[config.mk]
export PLATFORM = sky130hd
export DESIGN_NAME = lookup_action_queue
export DESIGN_NICKNAME = d
export VERILOG_FILES = /design/src/rtl/lookup_action_queue.sv
export SDC_FILE = /design/constraint.sdc
export NUM_CORES = 1
export LEC_CHECK = 0
export ABC_AREA = 1
export BUFFER_PORTS_ARGS = -buffer_cell sky130_fd_sc_hd__buf_4
export CAP_MARGIN = 10
export CORE_MARGIN = 1.5
export CORE_UTILIZATION = 45
export CTS_CLUSTER_SIZE = 16
export DETAILED_ROUTE_END_ITERATION = 10
export HOLD_SLACK_MARGIN = 0.02
export SYNTH_ARGS = -nofsm -noshare
export SYNTH_HDL_FRONTEND = slang
export SYNTH_SLANG_ARGS = --single-unit
[constraint.sdc]
create_clock -name clk -period 4.88 [get_ports clk]
set_clock_uncertainty 0.1 [all_clocks]
set_input_delay 0.244 -clock clk [delete_from_list [all_inputs] [get_ports clk]]
set_output_delay 0.244 -clock clk [all_outputs]
set_load 0.005 [all_outputs]
[src/rtl/lookup_action_queue.sv]
// In-order queue of lookup results feeding the forwarding stage.
// Optional counters: define LOOKUP_ACTION_QUEUE_STATS_EN.
module lookup_action_queue #(
  parameter int C_OUT_PORT_WIDTH   = 8,
  parameter int C_MATCH_ADDR_WIDTH = 10,
  parameter int C_DEPTH_LOG2       = 4
) (
  input  logic                          clk,
  input  logic                          resetn,
  input  logic                          action_valid,
  input  logic                          action_match,
  input  logic [C_OUT_PORT_WIDTH-1:0]   action_port,
  input  logic [C_OUT_PORT_WIDTH-1:0]   action_vport,
  input  logic [1:0]                    action_type,
  input  logic [C_MATCH_ADDR_WIDTH-1:0] action_match_addr,
  output logic                          out_valid,
  input  logic                          out_ready,
  output logic                          out_drop,
  output logic [C_OUT_PORT_WIDTH-1:0]   out_port,
  output logic [C_OUT_PORT_WIDTH-1:0]   out_vport,
  output logic [1:0]                    out_type,
  output logic [C_MATCH_ADDR_WIDTH-1:0] out_match_addr,
  output logic [C_DEPTH_LOG2:0]         occupancy,
  output logic                          overflow
`ifdef LOOKUP_ACTION_QUEUE_STATS_EN
  ,
  output logic [31:0]                   stat_drop_cnt,
  output logic [31:0]                   stat_fwd_cnt,
  output logic [31:0]                   stat_lost_cnt
`endif
);

  localparam int DEPTH = 1 << C_DEPTH_LOG2;
  localparam int EW    = 1 + 2*C_OUT_PORT_WIDTH + 2 + C_MATCH_ADDR_WIDTH;
  localparam logic [C_DEPTH_LOG2:0] FULL_CNT =
    {1'b1, {C_DEPTH_LOG2{1'b0}}};

  logic [EW-1:0]           mem [DEPTH];
  logic [C_DEPTH_LOG2:0]   wr_ptr, rd_ptr;
  logic [C_DEPTH_LOG2:0]   wr_nxt, rd_nxt, cnt, cnt_nxt;
  logic [EW-1:0]           in_ent, head_nxt;
  logic                    in_drop;
  logic                    full, do_pop, do_push, lost, load_head;

  assign in_drop = ~action_match | (action_port == '0);
  assign in_ent  = {in_drop, action_port, action_vport,
                    action_type, action_match_addr};

  assign cnt       = wr_ptr - rd_ptr;
  assign occupancy = cnt;
  assign out_valid = (cnt != '0);
  assign full      = (cnt == FULL_CNT);

  // Handshake decode, next pointers and next head selection.
  // The head lives in its own register so the outputs hold their
  // last values once the queue drains; an entry written this cycle
  // that becomes the new head is bypassed straight from the input.
  always_comb begin
    do_pop    = out_valid & out_ready;
    do_push   = action_valid & (~full | do_pop);
    lost      = action_valid & full & ~do_pop;
    rd_nxt    = rd_ptr + (C_DEPTH_LOG2+1)'(do_pop);
    wr_nxt    = wr_ptr + (C_DEPTH_LOG2+1)'(do_push);
    cnt_nxt   = wr_nxt - rd_nxt;
    load_head = (cnt_nxt != '0) & (do_pop | ~out_valid);
    head_nxt  = (rd_nxt == wr_ptr) ? in_ent
              : mem[rd_nxt[C_DEPTH_LOG2-1:0]];
  end

  // Entry storage; contents need no reset, pointers gate validity.
  always_ff @(posedge clk) begin
    if (resetn && do_push)
      mem[wr_ptr[C_DEPTH_LOG2-1:0]] <= in_ent;
  end

  // Pointers, sticky overflow and head register.
  always_ff @(posedge clk) begin
    if (!resetn) begin
      wr_ptr         <= '0;
      rd_ptr         <= '0;
      overflow       <= 1'b0;
      out_drop       <= 1'b0;
      out_port       <= '0;
      out_vport      <= '0;
      out_type       <= '0;
      out_match_addr <= '0;
    end else begin
      wr_ptr <= wr_nxt;
      rd_ptr <= rd_nxt;
      if (lost)
        overflow <= 1'b1;
      if (load_head)
        {out_drop, out_port, out_vport,
         out_type, out_match_addr} <= head_nxt;
    end
  end

`ifdef LOOKUP_ACTION_QUEUE_STATS_EN
  // Saturating pop/loss counters.
  always_ff @(posedge clk) begin
    if (!resetn) begin
      stat_drop_cnt <= '0;
      stat_fwd_cnt  <= '0;
      stat_lost_cnt <= '0;
    end else begin
      if (do_pop && out_drop && stat_drop_cnt != '1)
        stat_drop_cnt <= stat_drop_cnt + 32'd1;
      if (do_pop && !out_drop && stat_fwd_cnt != '1)
        stat_fwd_cnt <= stat_fwd_cnt + 32'd1;
      if (lost && stat_lost_cnt != '1)
        stat_lost_cnt <= stat_lost_cnt + 32'd1;
    end
  end
`endif

endmodule
; ---- Yosys cells after proc, flatten, opt, wreduce, memory -nomap -nowiden
; Memories as Yosys holds them, arrays and structs flattened.
; Cells that the tools add are included.
[totals]
ram_bits = 464
inputBits = 33
ff_bits = 40
mem_count = 1
output_inout_bits = 36
[classes]
add_sub_neg = 4
n_bitwise = 12
eq_ne = 2
n_reduce_logical = 4
n_mux = 3
[memory_table]
columns = memory, words, word_bits, rd, rd_clocked_by_memory_dff, wr, line
row1 = mem, 16, 29, 1, 0, 1, 38  ; logic [EW-1:0] mem [DEPTH];
[ops]
columns = operator, n
row1 = 2-to-1 mux 29 bit, 1
row2 = adder 5 x 1 -> 5 bit, 2
row3 = nonzero test 5 bit, 2
row4 = subtractor 5 bit, 2
row5 = logical NOT 8 bit, 1
row6 = bitwise AND 1 bit, 5
row7 = equality test 5 bit, 1
row8 = "equality test 5 bit, second input constant", 1
row9 = inverter 1 bit, 4
row10 = bitwise OR 1 bit, 3
row11 = 2-to-1 mux 1 bit, 2
row12 = logical AND 1 bit, 1

; ---- Logic depth before layout (Yosys ltp)
[depth]
word_depth = 9
depth_mapped = 29
mapped_depth_nobuf = 27

; ---- Least setup slack after synthesis
; Ideal clock, no wire load.
[synth_path]
path_kind = reg-to-reg
from = register wr_ptr[0]
to = register out_vport[4]
slack_ns = 0.784
t_required_ns = 4.716
n_path_buf = 4
path_stages_with_launch = 26
t_arrival_ns = 3.932
path_cell_list = dfxtp_1 inv_1 ha_1 fa_1 inv_1 nand3_1 nand2_1 xnor2_1 a21oi_1 ha_1 ha_1 buf_2 xnor2_2 clkbuf_1 ha_1 a21oi_1 nand2_1 nand2_1 nand2_1 nor2_1 nand3_1 nand2_1 buf_4 buf_2 nor2_1 nor2_1
[synth_via]
elab_chain_len = 9
[synth_lines]
columns = element, line
row1 = from (decl), 39  ; logic [C_DEPTH_LOG2:0] wr_ptr, rd_ptr;
row2 = from (signal assigned), 88  ; wr_ptr <= wr_nxt;
row3 = subtractor 5 bit, 49  ; assign cnt = wr_ptr - rd_ptr;
row4 = nonzero test 5 bit or equality test 5 bit (tied branches), "51, 52"
row5 = bitwise AND 1 bit or inverter 1 bit (tied branches), "59, 60"
row6 = bitwise OR 1 bit, 60  ; do_push = action_valid & (~full | do_pop);
row7 = bitwise AND 1 bit, 60
row8 = adder 5 x 1 -> 5 bit, 63  ; wr_nxt = wr_ptr + (C_DEPTH_LOG2+1)'(do_push);
row9 = subtractor 5 bit, 64  ; cnt_nxt = wr_nxt - rd_nxt;
row10 = nonzero test 5 bit, 65  ; load_head = (cnt_nxt != '0) & (do_pop | ~out_valid);
row11 = bitwise AND 1 bit, 65
row12 = to (signal assigned), 84  ; out_vport <= '0;
row13 = to (decl), 20  ; output logic [C_OUT_PORT_WIDTH-1:0] out_vport,
; Several ways; a longest one is shown, not always the timed one.
; A chain may end at the register's enable or synchronous reset.

; ---- Worst setup path after layout
[layout_path]
from = register wr_ptr[0]
to = register out_vport[6]
[layout_via]
elab_chain_len = 9
[layout_lines]
columns = element, line
row1 = subtractor 5 bit, 49
row2 = nonzero test 5 bit or equality test 5 bit (tied branches), "51, 52"
row3 = bitwise AND 1 bit or inverter 1 bit (tied branches), "59, 60"
row4 = bitwise OR 1 bit, 60
row5 = bitwise AND 1 bit, 60
row6 = adder 5 x 1 -> 5 bit (*), 63
row7 = named net wr_nxt[2], 40  ; logic [C_DEPTH_LOG2:0] wr_nxt, rd_nxt, cnt, cnt_nxt;
row8 = subtractor 5 bit (*), 64
row9 = nonzero test 5 bit (*), 65
row10 = bitwise AND 1 bit (*), 65
; Mark *: on every way through the listed nets, which the timed path passes. The rest lies on a longest branch.

==> impl_summary.md <==
Clock network
Once the clock tree was built, the setup fixing pass inserted 0 buffers. In this run the clock root is driven by a sky130_fd_sc_hd__clkbuf_16. The TritonCTS clock tree is built. The insertion delay of the later-clocked pin in the worst-skew pair is 0.60 ns. The buffer levels on the longest clock path is 3.

Clock tree synthesis found a total of between 500 and 600 sinks. The number of H-tree levels is 2. The clock buffer count from CTS is 52.

The clock transition time at the flip-flop clock pins of the worst setup and hold paths is 0.06 ns.

Run status
The run finished with clean final reports.

STA
Summed over all failing endpoints, the final setup total negative slack is 0 ns. Headroom to the max-slew limit came out at 0.209. The transition time at the pin with the least slew margin is between 1 and 1.5 ns. The top achievable clock speed is 0.225 GHz. The final number of setup-violating endpoints is 0.

Setup repair after global routing left no endpoint under its margin. The share of the clock period used by the worst path is 0.909. The max-slew violation total from the final report is 0. The tightest hold path in the finished design has a slack of 0.0452 ns. The clock period minus final worst setup slack is ~4.4 ns. The worst setup slack after layout is 0.442 ns. The final hold violation count came to 0.

Drt
After detailed routing, the number of remaining DRC violations is 0. The number of nets still failing antenna checks after routing is 0. After detailed routing, the number of vias per cell comes to 5.28. The number of violations reported at the end of detailed-routing iteration 0 is between 1000 and 1500. The final wirelength is 55.8 mm. The first-pass iteration count of the detailed router is 7. Detailed routing inserted a total of 14700 vias. In the final routed layout, each cell accounts on average for roughly 20 µm.

Place
The placed instances occupy a cell area of 22800 µm². The final RePlAce weighted congestion is 0.826. Port buffering added 68 buffers. The total instance count after detailed placement is roughly 2700.

Before CTS, the worst setup slack after placement is between 0.4 and 0.5 ns. After legalization and detailed placement, the total HPWL measured 28.2 mm.

Layout
Compared with the post-synthesis result, the final layout area differs by 15.5%. Once layout is done, the placed cells without fillers occupy approximately 25000 µm². The final layout contains 2181 nets. The library cells used most frequently in the layout, excluding fill and tap cells, are sky130_fd_sc_hd__nor2_1, sky130_fd_sc_hd__edfxtp_1, sky130_fd_sc_hd__nand2_1, sky130_fd_sc_hd__nand3_1, sky130_fd_sc_hd__o21ai_0.

0 antenna diodes ended up in the layout. The final cell utilization of the core is 0.529. The most common cell after layout, fill and taps aside is sky130_fd_sc_hd__nor2_1. Of the cells placed in the final design, the portion with a size suffix greater than 1 is 0.0923. The layout filler cell count is ~4000. For this run, the number of standard cells in the final layout without fillers is ~2800.

Global route
The via count of the first global-routing pass is 14200. For this run, the total global-route usage over all layers was measured as 0.230. The first global-routing pass estimated roughly 85 mm of wire.

The initial antenna violation count came to 0. The final global-route overflow total is 0. The pin count of the biggest net entering global routing is 207.

Die
The floorplan has 79 rows. The core region is ~47000 µm². The die is 221 µm wide.

The die extent in y is between 200 and 250 µm. The die covers around 49000 µm². For this configuration, the core starts out at a cell density of 0.458.

The top-level port count is 69.

Power
In this run the static leakage power is 9.18 nW. The power per cell area is about 610 nW/µm². IR analysis of the VDD net gives a maximum drop of 674 µV. The total power after layout is between 15 and 20 mW.

Flow run
The tool flagged a number of max-cap violations equal to 0.

Synthesis
The number of synthesized register bits is 504. Counting every instance in the synthesized netlist gives 2062. When the netlist entered floorplanning its net count stood at approximately 2100. The netlist uses 24 different library cells.

The complex-gate fraction of the synthesized area is 0.0432. The synthesized netlist occupies a cell area of roughly 21000 µm². Yosys printed 0 warnings. The share of the Yosys chip area taken by registers is 0.690. Of the total synthesized cell area, the portion taken by AND, OR, NAND and NOR gates is 0.210.

Each instance of the synthesized netlist takes up on average a little over 10 µm². Of the total synthesized cell area, the portion taken by full adders, half adders and majority gates is 0.00797. By area, the combinational part of the netlist is dominated by simple AND/OR/NAND/NOR gates. Of the total synthesized cell area, the portion taken by XOR and XNOR cells is 0.00316. The proportion of synthesized area in mux cells is 0.

Setup path
Data on the critical path is required at its endpoint by 5.27 ns. At the worst endpoint, the arrival time is roughly 4.8 ns. The setup path with the least slack is of type reg2reg. The largest fanout on the critical path is 28. The worst setup path is launched from a flop.

The endpoint kind of the worst setup timing path is a flop.

Min path
The worst min-delay path category is in2reg.
per-layer routing:
metal  GRT usage  wire length [µm]
met2       0.375             26000
met3      0.0363              3720
met1       0.318             24700
met4      0.0723              1470
met5           0                 0
logic make-up after synthesis:
kind of cell / after synthesis
AND/OR/NAND/NOR: 1116
flip-flops: 504
buffers and inverters: 239
AO/OA/AOI/OAI: 184
adder cells (fa/ha/maj): 13
XOR/XNOR: 6
state kept, by name (all words and copies together), names as in the netlist:
name / cells
rd_ptr: 5
mem: 464
out_port: 8
out_match_addr: 10
out_type: 2
out_drop: 1
wr_ptr: 5
overflow: 1
out_vport: 8
final timing paths:
check / start / end / slack (ns) / cells after the start
min reg2reg: out_vport[1] / out_vport[1] / 0.41 / 4
max: wr_ptr[0] / out_vport[6] / 0.44 / 27
min: resetn / wr_ptr[0] / 0.05 / 3
max reg2reg: wr_ptr[0] / out_vport[6] / 0.44 / 27
power breakdown:
group / internal (mW) / switching (mW)
Clock: 2.10 / 1.62
Sequential: 4.88 / 0.0816
Combinational: 2.04 / 4.38
cells in the mapped netlist:
master / number / area, µm²
sky130_fd_sc_hd__nor2_1: 562 / 2110
sky130_fd_sc_hd__edfxtp_1: 464 / 13900
sky130_fd_sc_hd__nand2_1: 332 / 1250
sky130_fd_sc_hd__nand3_1: 213 / 1070
sky130_fd_sc_hd__o21ai_0: 174 / 871
sky130_fd_sc_hd__inv_1: 118 / 443
sky130_fd_sc_hd__buf_2: 47 / 235
sky130_fd_sc_hd__clkbuf_1: 47 / 176
sky130_fd_sc_hd__dfxtp_1: 40 / 801
sky130_fd_sc_hd__buf_1: 17 / 63.8
sky130_fd_sc_hd__ha_1: 12 / 150
sky130_fd_sc_hd__a21oi_1: 9 / 45.0
sky130_fd_sc_hd__buf_4: 6 / 45.0
sky130_fd_sc_hd__inv_2: 4 / 15.0
sky130_fd_sc_hd__nand4_1: 4 / 25.0
sky130_fd_sc_hd__nand3b_1: 3 / 22.5
sky130_fd_sc_hd__xnor2_1: 2 / 17.5
sky130_fd_sc_hd__xor2_1: 2 / 17.5
sky130_fd_sc_hd__fa_1: 1 / 20.0
sky130_fd_sc_hd__nor3_1: 1 / 5.00
sky130_fd_sc_hd__o21bai_1: 1 / 7.51
sky130_fd_sc_hd__or2_2: 1 / 6.26
sky130_fd_sc_hd__xnor2_2: 1 / 16.3
sky130_fd_sc_hd__xor2_2: 1 / 16.3
cell type report:
type | count | area, µm² | area share
well taps | 607 | 759 | 0.0308
repair buffers | 136 | 1300 | 0.0525
multi-input cells | 1319 | 5840 | 0.237
flip-flops and latches | 504 | 14700 | 0.597
clock buffers | 77 | 1450 | 0.0587
clock inverters | 20 | 129 | 0.00522
inverters | 122 | 463 | 0.0188
worst max-delay path, cell delays in order, from the launching register on:
cell and delay, ns:
sky130_fd_sc_hd__dfxtp_1 0.45, sky130_fd_sc_hd__inv_1 0.10, sky130_fd_sc_hd__ha_1 0.24, sky130_fd_sc_hd__fa_1 0.43, sky130_fd_sc_hd__inv_1 0.07, sky130_fd_sc_hd__nand3_1 0.06, sky130_fd_sc_hd__nand2_1 0.10, sky130_fd_sc_hd__xnor2_1 0.18
sky130_fd_sc_hd__nor3_1 0.12, sky130_fd_sc_hd__nor2_1 0.20, sky130_fd_sc_hd__ha_1 0.19, sky130_fd_sc_hd__nand2_1 0.09, sky130_fd_sc_hd__inv_1 0.09, sky130_fd_sc_hd__nand2_1 0.06, sky130_fd_sc_hd__nand2_1 0.09, sky130_fd_sc_hd__inv_1 0.04
sky130_fd_sc_hd__ha_1 0.34, sky130_fd_sc_hd__a21oi_1 0.18, sky130_fd_sc_hd__nand2_1 0.07, sky130_fd_sc_hd__nand2_1 0.06, sky130_fd_sc_hd__nand2_1 0.04, sky130_fd_sc_hd__nor2_1 0.10, sky130_fd_sc_hd__nand3_1 0.10, sky130_fd_sc_hd__nand2_2 0.38
sky130_fd_sc_hd__buf_12 0.26, sky130_fd_sc_hd__nand2_1 0.07, sky130_fd_sc_hd__nand2_1 0.06, sky130_fd_sc_hd__nor2_1 0.05
timing repair:
action	4_1_cts	5_1_grt
endpoints found under the hold margin	456	0
gates resized for setup	0	0
hold buffers	30	0
endpoints found under the setup margin	0	0
(Power assumes the default switching activity.)
